[src/rtl/spi_reg_bridge.sv]
// SPI (mode 0) target that turns 24-bit host frames into single register-bus
// writes or reads. All SPI pins are oversampled on clk; SCK is never a clock.
module spi_reg_bridge #(
  parameter int                ADDR_W      = 7,
  parameter int                DATA_W      = 16,
  parameter int                TIMEOUT_CYC = 15,
  parameter logic [DATA_W-1:0] ERR_DATA    = 16'hDEAD
) (
  input  logic              clk,
  input  logic              rst_n,
  input  logic              spi_sck,
  input  logic              spi_cs_n,
  input  logic              spi_mosi,
  output logic              spi_miso,
  output logic              spi_miso_oe,
  output logic [ADDR_W-1:0] reg_addr,
  output logic [DATA_W-1:0] reg_wdat,
  output logic              reg_wr,
  output logic              reg_rd,
  input  logic [DATA_W-1:0] reg_rdat,
  input  logic              reg_ack,
  output logic              busy,
  output logic              err
);

  localparam int CMD_BITS   = 1 + ADDR_W;
  localparam int FRAME_BITS = CMD_BITS + DATA_W;
  localparam int BC_W       = $clog2(FRAME_BITS + 1);
  localparam int TC_W       = $clog2(TIMEOUT_CYC + 1);

  localparam logic [BC_W-1:0] LAST_CMD_BIT   = BC_W'(CMD_BITS - 1);
  localparam logic [BC_W-1:0] FIRST_SHIFT    = BC_W'(CMD_BITS);
  localparam logic [BC_W-1:0] LAST_FRAME_BIT = BC_W'(FRAME_BITS - 1);
  localparam logic [TC_W-1:0] LAST_WAIT      = TC_W'(TIMEOUT_CYC - 1);

  typedef enum logic [2:0] {
    IDLE,
    CMD,
    WDATA,
    WR_REQ,
    RD_REQ,
    RDATA,
    DONE
  } state_t;

  state_t state;

  logic sck_meta, sck_sync, sck_prev;
  logic cs_meta, cs_sync, cs_prev;
  logic mosi_meta, mosi_sync;
  logic [1:0] sync_vld;
  logic armed;

  logic sck_rise, sck_fall, cs_fall, cs_rise, late_now;

  logic [BC_W-1:0]   bit_cnt;
  logic [BC_W-1:0]   fall_cnt;
  logic [TC_W-1:0]   wait_cnt;
  logic [DATA_W-1:0] shift_reg;
  logic [DATA_W-1:0] miso_sh;
  logic              miso_on;
  logic              data_late;
  logic              cs_left;

  // Two-flop synchronisers plus a history flop for edge detection; CS only
  // becomes "armed" once it has been seen high after reset, so a frame already
  // in progress at reset release is ignored until the next real CS fall.
  always_ff @(posedge clk or negedge rst_n) begin
    if (!rst_n) begin
      sck_meta  <= 1'b0;
      sck_sync  <= 1'b0;
      sck_prev  <= 1'b0;
      cs_meta   <= 1'b1;
      cs_sync   <= 1'b1;
      cs_prev   <= 1'b1;
      mosi_meta <= 1'b0;
      mosi_sync <= 1'b0;
      sync_vld  <= 2'b00;
      armed     <= 1'b0;
    end else begin
      sck_meta  <= spi_sck;
      sck_sync  <= sck_meta;
      sck_prev  <= sck_sync;
      cs_meta   <= spi_cs_n;
      cs_sync   <= cs_meta;
      cs_prev   <= cs_sync;
      mosi_meta <= spi_mosi;
      mosi_sync <= mosi_meta;
      sync_vld  <= {sync_vld[0], 1'b1};
      if (sync_vld[1] && cs_sync) armed <= 1'b1;
    end
  end

  assign sck_rise = sck_sync & ~sck_prev;
  assign sck_fall = ~sck_sync & sck_prev;
  assign cs_fall  = ~cs_sync & cs_prev;
  assign cs_rise  = cs_sync & ~cs_prev;
  assign late_now = sck_fall && (fall_cnt == LAST_CMD_BIT);

  assign spi_miso_oe = ~cs_sync;
  assign spi_miso    = miso_on & miso_sh[DATA_W-1];
  assign busy        = ((state != IDLE) && (state != DONE) && (bit_cnt != '0))
                       || reg_wr || reg_rd;

  // Frame sequencer: decodes the command byte, issues one bus request, and
  // streams read data back on MISO.
  always_ff @(posedge clk or negedge rst_n) begin
    if (!rst_n) begin
      state     <= IDLE;
      bit_cnt   <= '0;
      fall_cnt  <= '0;
      wait_cnt  <= '0;
      shift_reg <= '0;
      miso_sh   <= '0;
      miso_on   <= 1'b0;
      data_late <= 1'b0;
      cs_left   <= 1'b0;
      reg_addr  <= '0;
      reg_wdat  <= '0;
      reg_wr    <= 1'b0;
      reg_rd    <= 1'b0;
      err       <= 1'b0;
    end else begin
      if (sck_fall && (state != IDLE) && (state != DONE)) begin
        fall_cnt <= fall_cnt + 1'b1;
      end

      case (state)
        IDLE: begin
          cs_left   <= 1'b0;
          data_late <= 1'b0;
          miso_on   <= 1'b0;
          if (cs_fall && armed) begin
            bit_cnt  <= '0;
            fall_cnt <= '0;
            err      <= 1'b0;
            state    <= CMD;
          end
        end

        CMD: begin
          if (cs_rise) begin
            state <= IDLE;
          end else if (sck_rise) begin
            shift_reg <= {shift_reg[DATA_W-2:0], mosi_sync};
            bit_cnt   <= bit_cnt + 1'b1;
            if (bit_cnt == LAST_CMD_BIT) begin
              reg_addr <= {shift_reg[ADDR_W-2:0], mosi_sync};
              wait_cnt <= '0;
              if (shift_reg[ADDR_W-1]) begin
                state <= WDATA;
              end else begin
                reg_rd <= 1'b1;
                state  <= RD_REQ;
              end
            end
          end
        end

        WDATA: begin
          if (cs_rise) begin
            state <= IDLE;
          end else if (sck_rise) begin
            shift_reg <= {shift_reg[DATA_W-2:0], mosi_sync};
            bit_cnt   <= bit_cnt + 1'b1;
            if (bit_cnt == LAST_FRAME_BIT) begin
              reg_wdat <= {shift_reg[DATA_W-2:0], mosi_sync};
              reg_wr   <= 1'b1;
              wait_cnt <= '0;
              state    <= WR_REQ;
            end
          end
        end

        WR_REQ: begin
          if (cs_rise) cs_left <= 1'b1;
          if (reg_ack || (wait_cnt == LAST_WAIT)) begin
            reg_wr <= 1'b0;
            if (!reg_ack) err <= 1'b1;
            state <= (cs_left || cs_rise) ? IDLE : DONE;
          end else begin
            wait_cnt <= wait_cnt + 1'b1;
          end
        end

        RD_REQ: begin
          if (cs_rise) cs_left <= 1'b1;
          if (late_now) begin
            data_late <= 1'b1;
            err       <= 1'b1;
          end
          if (reg_ack || (wait_cnt == LAST_WAIT)) begin
            reg_rd <= 1'b0;
            if (reg_ack) begin
              miso_sh <= reg_rdat;
            end else begin
              miso_sh <= ERR_DATA;
              err     <= 1'b1;
            end
            miso_on <= !(data_late || late_now || cs_left || cs_rise);
            state   <= (cs_left || cs_rise) ? IDLE : RDATA;
          end else begin
            wait_cnt <= wait_cnt + 1'b1;
          end
        end

        RDATA: begin
          if (cs_rise) begin
            miso_on <= 1'b0;
            state   <= IDLE;
          end else if (sck_fall) begin
            if (fall_cnt == LAST_FRAME_BIT) begin
              miso_on <= 1'b0;
              state   <= DONE;
            end else if (fall_cnt >= FIRST_SHIFT) begin
              miso_sh <= {miso_sh[DATA_W-2:0], 1'b0};
            end
          end
        end

        DONE: begin
          if (cs_rise) state <= IDLE;
        end

        default: state <= IDLE;
      endcase
    end
  end

endmodule

[config.mk]
export PLATFORM = sky130hd
export DESIGN_NAME = spi_reg_bridge
export DESIGN_NICKNAME = d
export VERILOG_FILES = /design/src/rtl/spi_reg_bridge.sv
export SDC_FILE = /design/constraint.sdc
export NUM_CORES = 1
export LEC_CHECK = 0
export ABC_AREA = 1
export BUFFER_PORTS_ARGS = -buffer_cell sky130_fd_sc_hd__buf_4
export CORE_ASPECT_RATIO = 1.1
export CORE_MARGIN = 4
export CORE_UTILIZATION = 58
export CTS_CLUSTER_SIZE = 20
export DETAILED_ROUTE_END_ITERATION = 7
export HOLD_SLACK_MARGIN = 0.03
export PLACE_DENSITY_LB_ADDON = 0.15
export RECOVER_POWER = 50
export SYNTH_ARGS = -nofsm -noshare
export SYNTH_HDL_FRONTEND = slang
export SYNTH_SLANG_ARGS = --single-unit
[constraint.sdc]
create_clock -name clk -period 1.9 [get_ports clk]
set_input_delay 0.38 -clock clk [delete_from_list [all_inputs] [get_ports clk]]
set_output_delay 0.38 -clock clk [all_outputs]
set_load 0.03 [all_outputs]
==> results by group <==
Setup path
  – Setup crit end kind: output pin
  – Crit-path most repeated cell: nand3_1
  – Crit path required time: 1.52 ns
  – Max incr delay on CP: 0.41 ns
  – Critical path, cell by cell: inv_2 > ha_1 > nand4_1 > nand3_1 > nand3_1 > buf_4
  – Crit Path Category: flop to output pin
  – Critical Path Start Type: flop
  – CP max-delay cell: dfrtp_1
  – Largest fanout on the critical path: 3
  – Crit path DAT: 1.45 ns

Timing
  – Worst setup margin: 0.0676 ns
  – Slew margin rel.: 29.5%
  – Post-route minimum period: 1.83 ns
  – Slew Limit Fails: 0
  – Worst-margin pin slew: 1.06 ns
  – Peak Freq: 0.546 GHz
  – Final Skew: 0.0179 ns
  – Endpoints failing setup: 0
  – RSZ-0062 raised after global routing: false
  – Hold Fails Final Rpt: 0
  – Setup TNS: 0 ns
  – Hold WS: 0.112 ns
  – Tcrit/Tclk final: 96.4%

Synthesis
  – Largest family of logic cells by synthesized area: simple AND/OR/NAND/NOR gates
  – Multiplexer share of the synthesized area: 0.269%
  – Syn_area_per_cell: 8.37 um^2
  – Top-count cell post-synth: nand2_1
  – Cells after synthesis: 500
  – Post-synthesis compound-gate area fraction: 11.2%
  – Async set-reset flop share out of synthesis: 100%
  – Post-Synth Simple-Gate Area: 25.1%
  – Post-synth top area share: 50.8%
  – Yosys top cell by area: dfrtp_1
  – Post-Syn Nets: 527
  – Top FF cell, synth: dfrtp_1
  – Adder-Cell Fraction of Synth Area: 1.49%
  – Register area share after synthesis: 52.7%
  – Ys Warns: 0
  – Yosys reg bits: 88
  – Post-synth top cells: 154 x nand2_1, 85 x dfrtp_1, 51 x inv_1, 44 x o21ai_0, 38 x nand3_1
  – Synth cell types: 36
  – EDFF count, synth: 0
  – Xor/xnor share of the synthesized area: 1.26%
  – Top cells by area, synth: dfrtp_1 51%, nand2_1 14%, o21ai_0 5.3%
  – Mapped cell area: 4190 um^2

Layout
  – Layout area overhead: 17.0%
  – # nets final: 589
  – Design Area, Final: 4890 um^2
  – Non-Filler Instances: 652
  – N_diodes: 0
  – Share of layout cells above drive strength 1: 21.7%
  – Filler Cell Count: 588

Placed design
  – RD Place Congestion: 1.00
  – Hpwl dp: 6510 um
  – DP Worst Slack: 0.193 ns
  – Placed instance area: 4640 um^2
  – Port Buffer Count: 50
  – Dpl cells: 627

Global routing
  – Global-route wire length before repair: 15,100 um
  – Pin count of the biggest net entering global routing: 42
  – Vias in the first global route: 3,308
  – Initial antenna violation count: 0
  – Grt ovf: 0
  – Global router's overall resource usage: 22.0%

Floorplan
  – Core Area: 7010 um^2
  – Row Count: 32
  – Num ports: 51
  – Die height: 97.1 um
  – Die Footprint: 8640 um^2
  – Starting Density: 59.7%
  – DIE WIDTH: 89.0 um

Drt
  – Final wirelength: 8870 um
  – Final antenna-violating net count: 0
  – Pre-Repair DR Iteration Count: 5
  – Vias per Instance: 5.29
  – Wirelength per Cell: 13.6 um
  – Initial DRC Count: 207
  – # DRC: 0
  – DR vias: 3,452

Power and ir drop
  – P_leak: 2.50 nW
  – Max rail drop VDD: 758 uV
  – Pwr per Cell Area: 1200 nW/um^2

Run status
  – Status: complete, no violations

Clock tree
  – Clock Latency Late Sink: 0.37 ns
  – Clk root buf: clkbuf_8
  – Clk slew on worst S/H paths: 0.11 ns
  – CTS buffer count: 9
  – Clk buf depth: 2
  – Sink Count: 88
  – CTS tree: built
  – CTS H-tree depth: 3

Hold path
  – Type of the most critical hold path: primary input to flop

Run
  – Max-cap violation count: 0
==> power by group <==
group / switching [mW] / total (mW) / internal [mW]
sequential: 0.276 / 2.55 / 2.27
combinational: 1.32 / 2.08 / 0.763
clock: 0.745 / 1.26 / 0.513
==> stage by stage <==
step           total power [mW]  utilization [%]
4_1_cts                    5.85             69.4
3_5_place_dp               4.54             66.2
3_3_place_gp               4.48             66.2
6_report                   5.89             69.9
5_1_grt                    6.34             69.9
2_1_floorplan              4.04                -
==> cell usage in the layout (no fill, tap or decap), types with 2 or more instances in the layout <==
master	instances
ha_1	5
a21oi_1	9
nor2_1	22
o21ai_0	44
inv_8	2
o21ai_2	7
clkbuf_4	3
xnor2_1	2
inv_1	47
nand3_2	3
nand2_2	7
dfrtp_1	82
nand4_1	4
clkbuf_1	2
inv_2	10
clkbuf_8	9
nand3_1	38
clkinv_4	2
o21ai_1	21
nand2_1	153
buf_4	60
nor2_2	2
nand2_4	3
dfstp_2	2
dfrtp_2	3
xor2_1	4
nor2_4	3
==> cell type report <==
| class | count | area [um^2] | area share (%) |
|---|---|---|---|
| inverters | 58 | 220 | 4.50 |
| clock inverters | 7 | 72.6 | 1.48 |
| multi-input cells | 337 | 1660 | 33.8 |
| flip-flops and latches | 88 | 2210 | 45.1 |
| repair buffers | 68 | 507 | 10.4 |
| clock buffers | 9 | 124 | 2.53 |
| well taps | 85 | 106 | 2.17 |
==> worst max-delay path: cells and delay by family, from the launching register on <==
family        cells  cell delay, ns
fa+ha+maj         1            0.14
buf+inv           2            0.24
flops             1            0.41
simple gates      3            0.30
==> routing by layer <==
metal | global-route usage [%] | wire length, um | share of wire (%) | up-vias
met5 | 0 | 0 | 0 | -
met2 | 35.6 | 4400 | 50 | 97
li1 | - | - | - | 1719
met3 | 4.83 | 505 | 5.7 | 23
met4 | 6.53 | 211 | 2.4 | 0
met1 | 29.6 | 3750 | 42 | 1613
==> kinds of logic after synthesis <==
family / Yosys count
and+or+nand+nor: 238
buffers and inverters: 75
AOI/OAI and AO/OA: 86
adders and majority gates: 5
xor gates and xnor gates: 6
muxes: 1
other: 1
DFF: 88
==> path summary, 6_finish.rpt <==
check                      slack [ns]        start  cells after the start          end
setup / recovery                 0.07   bit_cnt[0]                      6         busy
hold / removal                   0.11     spi_cs_n                      1      cs_meta
setup reg to reg                 0.13      cs_sync                      9   miso_sh[8]
hold reg to reg                  0.36  sync_vld[0]                      0  sync_vld[1]
max in group asynchronous        0.24        rst_n                      3       reg_rd
min in group asynchronous        0.72        rst_n                      2  wait_cnt[2]
==> what timing repair did <==
action,in CTS,in global routing
setup buffers,2,6
hold buffers,1,0
pin swaps,0,1
setup endpoints to repair,1,1
endpoints found under the hold margin,15,0
gates resized for setup,5,3
No activity file was read; power rests on OpenSTA's default activity.
